<file path="src/rtl/timer_sched_pkg.sv">
// Shared constants for the CoreTimer APB scheduler: timer register word indices,
// register values and FSM state encodings.
package timer_sched_pkg;

    localparam logic [2:0] REG_LOAD   = 3'd0;
    localparam logic [2:0] REG_CTRL   = 3'd2;
    localparam logic [2:0] REG_PRESC  = 3'd3;
    localparam logic [2:0] REG_INTCLR = 3'd4;

    localparam logic [31:0] CTRL_ONESHOT_RUN = 32'h0000_0007;
    localparam logic [31:0] CTRL_OFF         = 32'h0000_0000;
    localparam logic [31:0] INTCLR_VAL       = 32'h0000_0001;

    localparam logic [3:0] ST_INIT_DIS = 4'd0;
    localparam logic [3:0] ST_INIT_CLR = 4'd1;
    localparam logic [3:0] ST_IDLE     = 4'd2;
    localparam logic [3:0] ST_W_PRESC  = 4'd3;
    localparam logic [3:0] ST_W_LOAD   = 4'd4;
    localparam logic [3:0] ST_W_CTRL   = 4'd5;
    localparam logic [3:0] ST_WAIT_INT = 4'd6;
    localparam logic [3:0] ST_W_DIS    = 4'd7;
    localparam logic [3:0] ST_W_CLR    = 4'd8;
    localparam logic [3:0] ST_DONE     = 4'd9;

    // States that own exactly one APB write (SETUP + ACCESS)
    function automatic logic is_wr_state(input logic [3:0] st);
        logic wr_v;
        case (st)
            ST_INIT_DIS, ST_INIT_CLR, ST_W_PRESC, ST_W_LOAD,
            ST_W_CTRL, ST_W_DIS, ST_W_CLR: wr_v = 1'b1;
            default:                       wr_v = 1'b0;
        endcase
        return wr_v;
    endfunction

endpackage

</file>
<file path="src/rtl/apb_wr_master.sv">
// Zero-wait-state APB write master: a start launches SETUP then ACCESS; a start
// seen in the ACCESS cycle chains the next SETUP back to back.
module apb_wr_master (
    input  logic        PCLK,
    input  logic        PRESETn,
    input  logic        start,
    input  logic [2:0]  addr,
    input  logic [31:0] data,
    output logic        psel,
    output logic        penable,
    output logic        pwrite,
    output logic [2:0]  paddr,
    output logic [31:0] pwdata,
    output logic        xfer_done
);

    logic        psel_r;
    logic        penable_r;
    logic [2:0]  paddr_r;
    logic [31:0] pwdata_r;

    // APB phase sequencing and address/data capture
    always_ff @(posedge PCLK or negedge PRESETn) begin
        if (!PRESETn) begin
            psel_r    <= 1'b0;
            penable_r <= 1'b0;
            paddr_r   <= 3'd0;
            pwdata_r  <= 32'd0;
        end else if (start && (!psel_r || penable_r)) begin
            psel_r    <= 1'b1;
            penable_r <= 1'b0;
            paddr_r   <= addr;
            pwdata_r  <= data;
        end else if (psel_r && !penable_r) begin
            penable_r <= 1'b1;
        end else begin
            psel_r    <= 1'b0;
            penable_r <= 1'b0;
        end
    end

    assign psel      = psel_r;
    assign penable   = penable_r;
    assign pwrite    = psel_r;
    assign paddr     = paddr_r;
    assign pwdata    = pwdata_r;
    assign xfer_done = psel_r & penable_r;

endmodule

</file>
<file path="src/rtl/timer_apb_scheduler.sv">
// Round-robin scheduler sharing one CoreTimer among N_REQ requesters over APB.
// Optional feature macro: TIMER_SCHED_CANCEL_EN adds cancel/cancelled ports.
module timer_apb_scheduler
    import timer_sched_pkg::*;
#(
    parameter int N_REQ = 4,
    parameter int WIDTH = 32
) (
    input  logic                       PCLK,
    input  logic                       PRESETn,
    input  logic [N_REQ-1:0]           req,
    input  logic [N_REQ*WIDTH-1:0]     req_load,
    input  logic [3:0]                 cfg_prescale,
`ifdef TIMER_SCHED_CANCEL_EN
    input  logic [N_REQ-1:0]           cancel,
    output logic [N_REQ-1:0]           cancelled,
`endif
    output logic [N_REQ-1:0]           done,
    output logic                       busy,
    output logic [$clog2(N_REQ)-1:0]   grant_id,
    output logic [2:0]                 M_PADDR,
    output logic                       M_PSEL,
    output logic                       M_PENABLE,
    output logic                       M_PWRITE,
    output logic [31:0]                M_PWDATA,
    input  logic                       TIMINT
);

    localparam int IDW  = $clog2(N_REQ);
    localparam int IDW1 = IDW + 1;

    logic [3:0]       state_r;
    logic [3:0]       next_state_s;
    logic [IDW-1:0]   rr_ptr_r;
    logic [IDW-1:0]   grant_id_r;
    logic             busy_r;
    logic [N_REQ-1:0] done_r;
    logic             arb_found_s;
    logic [IDW-1:0]   arb_idx_s;
    logic [IDW:0]     cand_v;
    logic             arb_zero_s;
    logic [WIDTH-1:0] grant_load_s;
    logic [IDW-1:0]   done_id_s;
    logic             wr_start_s;
    logic [2:0]       wr_addr_s;
    logic [31:0]      wr_data_s;
    logic             xfer_done_s;
    logic             cancel_any_s;

    // Round-robin search: lowest index at or after rr_ptr_r, wrapping
    always_comb begin
        arb_found_s = |req;
        arb_idx_s   = '0;
        cand_v      = '0;
        for (int k = N_REQ - 1; k >= 0; k--) begin
            cand_v    = {1'b0, rr_ptr_r} + IDW1'(k);
            cand_v    = (cand_v >= IDW1'(N_REQ)) ? (cand_v - IDW1'(N_REQ)) : cand_v;
            arb_idx_s = req[cand_v[IDW-1:0]] ? cand_v[IDW-1:0] : arb_idx_s;
        end
    end

    assign arb_zero_s   = (req_load[int'(arb_idx_s)*WIDTH +: WIDTH] == '0);
    assign grant_load_s = req_load[int'(grant_id_r)*WIDTH +: WIDTH];
    assign done_id_s    = (state_r == ST_IDLE) ? arb_idx_s : grant_id_r;

`ifdef TIMER_SCHED_CANCEL_EN
    logic             cancel_pend_r;
    logic             cancel_hit_s;
    logic [N_REQ-1:0] cancelled_r;

    assign cancel_hit_s = cancel[grant_id_r] && (state_r >= ST_W_PRESC) && (state_r <= ST_WAIT_INT);
    assign cancel_any_s = cancel_hit_s || cancel_pend_r;

    // Remember a cancel until DONE; a same-cycle expiry in WAIT_INT takes precedence
    always_ff @(posedge PCLK or negedge PRESETn) begin
        if (!PRESETn) begin
            cancel_pend_r <= 1'b0;
            cancelled_r   <= '0;
        end else begin
            if (state_r == ST_DONE) begin
                cancel_pend_r <= 1'b0;
            end else if (cancel_hit_s && !((state_r == ST_WAIT_INT) && TIMINT)) begin
                cancel_pend_r <= 1'b1;
            end
            cancelled_r <= ((next_state_s == ST_DONE) && cancel_pend_r) ? (N_REQ'(1) << grant_id_r) : '0;
        end
    end

    assign cancelled = cancelled_r;
`else
    assign cancel_any_s = 1'b0;
`endif

    // FSM next state
    always_comb begin
        next_state_s = state_r;
        case (state_r)
            ST_INIT_DIS: next_state_s = xfer_done_s ? ST_INIT_CLR : ST_INIT_DIS;
            ST_INIT_CLR: next_state_s = xfer_done_s ? ST_IDLE : ST_INIT_CLR;
            ST_IDLE: begin
                if (arb_found_s) begin
                    next_state_s = arb_zero_s ? ST_DONE : ST_W_PRESC;
                end else begin
                    next_state_s = ST_IDLE;
                end
            end
            ST_W_PRESC: next_state_s = xfer_done_s ? (cancel_any_s ? ST_W_DIS : ST_W_LOAD) : ST_W_PRESC;
            ST_W_LOAD:  next_state_s = xfer_done_s ? (cancel_any_s ? ST_W_DIS : ST_W_CTRL) : ST_W_LOAD;
            ST_W_CTRL:  next_state_s = xfer_done_s ? (cancel_any_s ? ST_W_DIS : ST_WAIT_INT) : ST_W_CTRL;
            ST_WAIT_INT: next_state_s = (TIMINT || cancel_any_s) ? ST_W_DIS : ST_WAIT_INT;
            ST_W_DIS:   next_state_s = xfer_done_s ? ST_W_CLR : ST_W_DIS;
            ST_W_CLR:   next_state_s = xfer_done_s ? ST_DONE : ST_W_CLR;
            ST_DONE:    next_state_s = ST_IDLE;
            default:    next_state_s = ST_INIT_DIS;
        endcase
    end

    // Write launch is decoded from the next state so SETUP starts on the state's first cycle
    always_comb begin
        wr_start_s = is_wr_state(next_state_s) && ((next_state_s != state_r) || !M_PSEL);
        wr_addr_s  = REG_CTRL;
        wr_data_s  = CTRL_OFF;
        case (next_state_s)
            ST_INIT_DIS, ST_W_DIS: begin
                wr_addr_s = REG_CTRL;
                wr_data_s = CTRL_OFF;
            end
            ST_INIT_CLR, ST_W_CLR: begin
                wr_addr_s = REG_INTCLR;
                wr_data_s = INTCLR_VAL;
            end
            ST_W_PRESC: begin
                wr_addr_s = REG_PRESC;
                wr_data_s = {28'h0, cfg_prescale};
            end
            ST_W_LOAD: begin
                wr_addr_s = REG_LOAD;
                wr_data_s = 32'(grant_load_s);
            end
            ST_W_CTRL: begin
                wr_addr_s = REG_CTRL;
                wr_data_s = CTRL_ONESHOT_RUN;
            end
            default: begin
                wr_addr_s = REG_CTRL;
                wr_data_s = CTRL_OFF;
            end
        endcase
    end

    // State, arbitration pointer and registered status outputs
    always_ff @(posedge PCLK or negedge PRESETn) begin
        if (!PRESETn) begin
            state_r    <= ST_INIT_DIS;
            rr_ptr_r   <= '0;
            grant_id_r <= '0;
            busy_r     <= 1'b0;
            done_r     <= '0;
        end else begin
            state_r <= next_state_s;
            if ((state_r == ST_IDLE) && arb_found_s) begin
                grant_id_r <= arb_idx_s;
                rr_ptr_r   <= (arb_idx_s == IDW'(N_REQ - 1)) ? '0 : (arb_idx_s + IDW'(1));
            end
            busy_r <= (next_state_s >= ST_W_PRESC) && (next_state_s <= ST_W_CLR);
            done_r <= (next_state_s == ST_DONE) ? (N_REQ'(1) << done_id_s) : '0;
        end
    end

    assign busy     = busy_r;
    assign done     = done_r;
    assign grant_id = grant_id_r;

    apb_wr_master u_apb (
        .PCLK      (PCLK),
        .PRESETn   (PRESETn),
        .start     (wr_start_s),
        .addr      (wr_addr_s),
        .data      (wr_data_s),
        .psel      (M_PSEL),
        .penable   (M_PENABLE),
        .pwrite    (M_PWRITE),
        .paddr     (M_PADDR),
        .pwdata    (M_PWDATA),
        .xfer_done (xfer_done_s)
    );

endmodule

</file>
<file path="config.mk">
export PLATFORM = sky130hd
export DESIGN_NAME = timer_apb_scheduler
export DESIGN_NICKNAME = d
export VERILOG_FILES = /design/src/rtl/timer_sched_pkg.sv /design/src/rtl/apb_wr_master.sv /design/src/rtl/timer_apb_scheduler.sv
export SDC_FILE = /design/constraint.sdc
export NUM_CORES = 1
export LEC_CHECK = 0
export BUFFER_PORTS_ARGS = -buffer_cell sky130_fd_sc_hd__buf_2
export CELL_PAD_IN_SITES_DETAIL_PLACEMENT = 1
export CELL_PAD_IN_SITES_GLOBAL_PLACEMENT = 1
export CORE_MARGIN = 5
export CORE_UTILIZATION = 38
export CTS_CLUSTER_SIZE = 14
export DETAILED_ROUTE_END_ITERATION = 8
export PLACE_DENSITY_LB_ADDON = 0.1
export SKIP_CTS_REPAIR_TIMING = 1
export SLEW_MARGIN = 15
export SYNTH_ARGS = -nofsm -noshare
export SYNTH_HDL_FRONTEND = slang
export SYNTH_SLANG_ARGS = --single-unit
</file>
<file path="constraint.sdc">
create_clock -name PCLK -period 4.7 [get_ports PCLK]
set_clock_uncertainty 0.1 [all_clocks]
set_input_delay 0.94 -clock PCLK [delete_from_list [all_inputs] [get_ports PCLK]]
set_output_delay 0.94 -clock PCLK [all_outputs]
set_load 0.05 [all_outputs]
</file>
==> results.txt <==
The highest clock frequency the design can meet came out at between 200 and 300 MHz. The start point of the worst hold path is u_apb.pwdata[1]. The clock power share came out at 0.123. The cell-internal power is 1.68 mW. The relative contribution of sequential cells to total power came out at 0.230.

The full die area came out at roughly 12,000 µm². The critical path's largest stage delay is 0.67 ns. The final hold slack is 0.412 ns.

The type of origin of the critical path is an input pin. The register-to-register path setup slack is 1.50 ns. The required time of the critical path came out at 4.85 ns. The static leakage is 2.36 nW. Counting the fill cells in the layout gives approximately 1,100.

The placed instance count is 609. The top flip-flop cell by instance count after synthesis is sky130_fd_sc_hd__dfrtp_1. The reg-to-reg critical path startpoint is state_r[0].

The number of distinct library cells after synthesis came out at 45. The total number of yosys warnings came out at 0. The final critical-path required period came out at 3.35 ns. The sum of buffers and inverters on the critical path came out at 3. The min-delay analysis places its worst path in the category reg -> reg. In this run the horizontal extent of the chip is 109 µm. The share of total power consumed by net switching came out at 0.453. The final instance count without filler cells came out at 618. The final wirelength came out at 13.2 mm. The floorplan row count is 36.

The sequential share of the synthesized area came out at 0.336. The worst voltage drop across the vdd grid came out at 0.738 mV. The largest individual stage delay along the critical path comes from the cell sky130_fd_sc_hd__a211oi_4. The clock tree from TritonCTS is yes. The post-route antenna net violation count is 0. Traced cell by cell, the critical path runs through buf_2, o41ai_4, o211a_1, inv_1, a211oi_4, buf_4, and2_1, mux2_4. The flow ran to the end, and the final reports show no timing, DRC or antenna violations. The slew at the pin closest to its max-slew limit is 0.942 ns. The gate count after technology mapping came out at 307. The overall power came out at 3.07 mW. The max-slew violation total from the final report is 0. Among cell families on the critical path, the largest total delay comes from compound AO/OA/AOI/OAI gates. Dividing total power by cell area gives a power density of 627 nW/µm². The net count of the mapped netlist is 447.

In the global route stage, overall resource usage came out at 0.222. The post-synthesis average cell area came out at 12.1 µm². The worst setup timing slack at the placement stage is 0.992 ns. In the final routed layout, each cell accounts on average for approximately 21 µm.

The largest fanout on the critical path came out at 24. For this configuration, the core starts out at a cell density of 0.385. The count of flip-flops with a built-in enable after synthesis is 0. The final HPWL from detailed placement came out at 10.9 mm.

In the post-route analysis, the smallest setup slack over all paths is 1.35 ns. The die is 109 µm tall. The total number of clock tree sinks came out at 50. Synthesis inferred 50 register bits. The area inside the core boundary is 9680 µm². The worst setup path is captured at a flip-flop. The number of violations of the max-capacitance limit is 0. The CTS root buffer is sky130_fd_sc_hd__clkbuf_8. The final weighted congestion in routability-driven placement came out at ~0.9. Entering global routing, the biggest net connects 27 pins. In this run the cell area of the synthesized design comes to 3730 µm². The final number of hold-violating endpoints came out at 0. The capture point of the worst reg-to-reg path is u_apb.pwdata[1]. The initial antenna violation count came out at 0.

The first global-routing pass estimated 20.3 mm of wire. The maximum buffer depth of the clock tree came out at 2. The area growth from synthesis to layout came out at 31.6%. The number of setup violations in the final report came out at 0. The clock insertion delay at the later pin of the skew report is 0.30 ns. The share of final-layout standard cells stronger than drive strength 1 is 0.576.

The clock tree synthesis step divided the H-tree into 2 levels. The setup path with the least slack is of type in -> reg. The number of cells on the worst hold path is 1. Of all flip-flops after synthesis, the portion carrying an async set or reset was 1.00.

The number of iterations in the first detailed-routing pass came out at 4. The switching power summed over all nets is ~1.4 mW. The DRC violations left is 0.

Clock tree synthesis inserted a total of 5 buffers. The final setup TNS came out at 0 ns. The depth of the worst register-to-register path is 9. The routed via count is approximately 3,500. STA puts the critical path data arrival time at 3.50 ns. The post-route clock period utilization came out at 0.713. Port buffering added 183 buffers.

Setup repair after global routing left no endpoint under its margin. The starting DRC count in detailed routing is 151. The number of vias per cell is 5.59. The sum of overflow across all layers after global routing came out at 0. The total area of multi-input combinational cells is 2320 µm². For hold timing, the worst endpoint is u_apb.pwdata[1]. The combined flip-flop and latch cell area came out at 1250 µm². The number of global-route vias before repair came out at 3,688. The I/O pin total is around 180. Clock-pin slew was measured on the worst setup and hold paths at 0.10 ns.

The worst pin sits at a relative slew slack of 0.372. The combinational share of power came out at 0.647. In the final design database the tool counted 623 nets.
## sequential cells by signal, summed over array words and instances, names as in the netlist
| name | count |
|---|---|
| u_apb.paddr | 3 |
| done | 4 |
| u_apb.pwdata | 32 |
| u_apb.psel | 1 |
| grant_id | 2 |
| rr_ptr_r | 2 |
| busy | 1 |
| state_r | 4 |
| u_apb.penable | 1 |
## layout make-up
type,count,share of cell area
Sequential cell,50,0.255
Timing Repair Buffer,190,0.197
Antenna cell,1,0.000510
Inverter,13,0.00995
Multi-Input combinational cell,223,0.474
Tap cell,133,0.0339
Clock inverter,2,0.0122
Clock buffer,6,0.0168
## worst max path at each step
stage | start | endpoint | cells after the start
after floorplan | req[1] | u_apb.paddr[2] | 9
after global placement | req[1] | u_apb.pwdata[27] | 8
after detailed placement | req[1] | u_apb.pwdata[20] | 8
after CTS | req[1] | u_apb.pwdata[20] | 8
after global routing | req[1] | u_apb.pwdata[20] | 8
final | req[1] | u_apb.pwdata[20] | 8
## metal layers
metal,wire length (µm),vias up,GRT usage,part of all wire
li1,-,1574,-,-
met1,5410,1745,0.290,0.41
met2,6750,126,0.385,0.51
met3,892,10,0.0409,0.068
met4,140,0,0.0478,0.011
met5,0,-,0,0
## kinds of logic after synthesis
family,after synthesis,synth area share
flip-flops,50,0.336
adder cells (fa/ha/maj),1,0.00336
XOR/XNOR,2,0.00470
buffers and inverters,34,0.0443
AND/OR/NAND/NOR,109,0.179
multiplexers,70,0.338
AO/OA/AOI/OAI,41,0.0940
## layout by cell type (no fill, tap or decap), drive strengths merged
master	n
buf	190
dfrtp	50
mux2	38
nor4	33
mux4	32
and2	31
inv	13
nor2	12
nand4	10
a21oi	8
a211oi	7
nand2	6
clkbuf	6
o31ai	5
nand2b	4
o41ai	3
nor4b	3
o21ai	3
o2bb2ai	2
a211o	2
and4b	2
o211ai	2
or3	2
nor3	2
o31a	2
nand3	2
xnor2	2
bufinv	2
a22o	2
diode	1
o211a	1
a21o	1
o221ai	1
a2111oi	1
or2	1
nor4bb	1
o22ai	1
ha	1
## cell usage after synthesis (2+ instances only)
master                      instances  area [µm²]
sky130_fd_sc_hd__and2_1            30         188
sky130_fd_sc_hd__a211o_1            2        17.5
sky130_fd_sc_hd__a211oi_1           7        52.6
sky130_fd_sc_hd__mux2_4            30         450
sky130_fd_sc_hd__mux2_2             8        90.1
sky130_fd_sc_hd__o31a_1             2        17.5
sky130_fd_sc_hd__nand4_1           10        62.6
sky130_fd_sc_hd__clkbuf_1          13        48.8
sky130_fd_sc_hd__inv_1             13        48.8
sky130_fd_sc_hd__dfrtp_1           50        1250
sky130_fd_sc_hd__o21ai_0            2        10.0
sky130_fd_sc_hd__mux4_2            32         721
sky130_fd_sc_hd__xnor2_1            2        17.5
sky130_fd_sc_hd__a21oi_1            7        35.0
sky130_fd_sc_hd__nor4b_1            2        17.5
sky130_fd_sc_hd__nor2_1            12        45.0
sky130_fd_sc_hd__nand2_1            6        22.5
sky130_fd_sc_hd__nand3_1            2        10.0
sky130_fd_sc_hd__o2bb2ai_1          2        17.5
sky130_fd_sc_hd__and4b_1            2        20.0
sky130_fd_sc_hd__o41ai_4            2        55.1
sky130_fd_sc_hd__or3_1              2        12.5
sky130_fd_sc_hd__nor4_1            33         206
sky130_fd_sc_hd__o211ai_1           2        15.0
sky130_fd_sc_hd__nor3_1             2        10.0
sky130_fd_sc_hd__o31ai_1            5        37.5
sky130_fd_sc_hd__buf_2              3        15.0
sky130_fd_sc_hd__buf_6              4        45.0
sky130_fd_sc_hd__nand2b_1           4        25.0
## per-stage QoR
step	cell area (µm²)	utilization
after floorplan	3730	-
after global placement	4760	0.491
after detailed placement	4760	0.491
after CTS	4900	0.506
after global routing	4900	0.506
final	4900	0.506
## worst reg2reg max path: stages (launching register included)
cell and delay [ns]:
sky130_fd_sc_hd__dfrtp_1 0.56, sky130_fd_sc_hd__nor4b_4 0.55, sky130_fd_sc_hd__o41ai_4 0.24, sky130_fd_sc_hd__o211a_1 0.29, sky130_fd_sc_hd__inv_1 0.21, sky130_fd_sc_hd__and4b_1 0.25
sky130_fd_sc_hd__a21oi_2 0.05, sky130_fd_sc_hd__o41ai_4 0.07, sky130_fd_sc_hd__buf_4 0.37, sky130_fd_sc_hd__mux2_2 0.38
## power by group through the flow
stage / Combinational (mW) / Sequential [mW] / Clock [mW]
finish: 1.99 / 0.707 / 0.379
global route: 2.13 / 0.733 / 0.412
CTS: 2.00 / 0.711 / 0.388
detailed placement: 1.99 / 0.721 / 0
global placement: 1.97 / 0.711 / 0
floorplan: 1.49 / 0.822 / 0
Power figures use the tool's default switching activity.
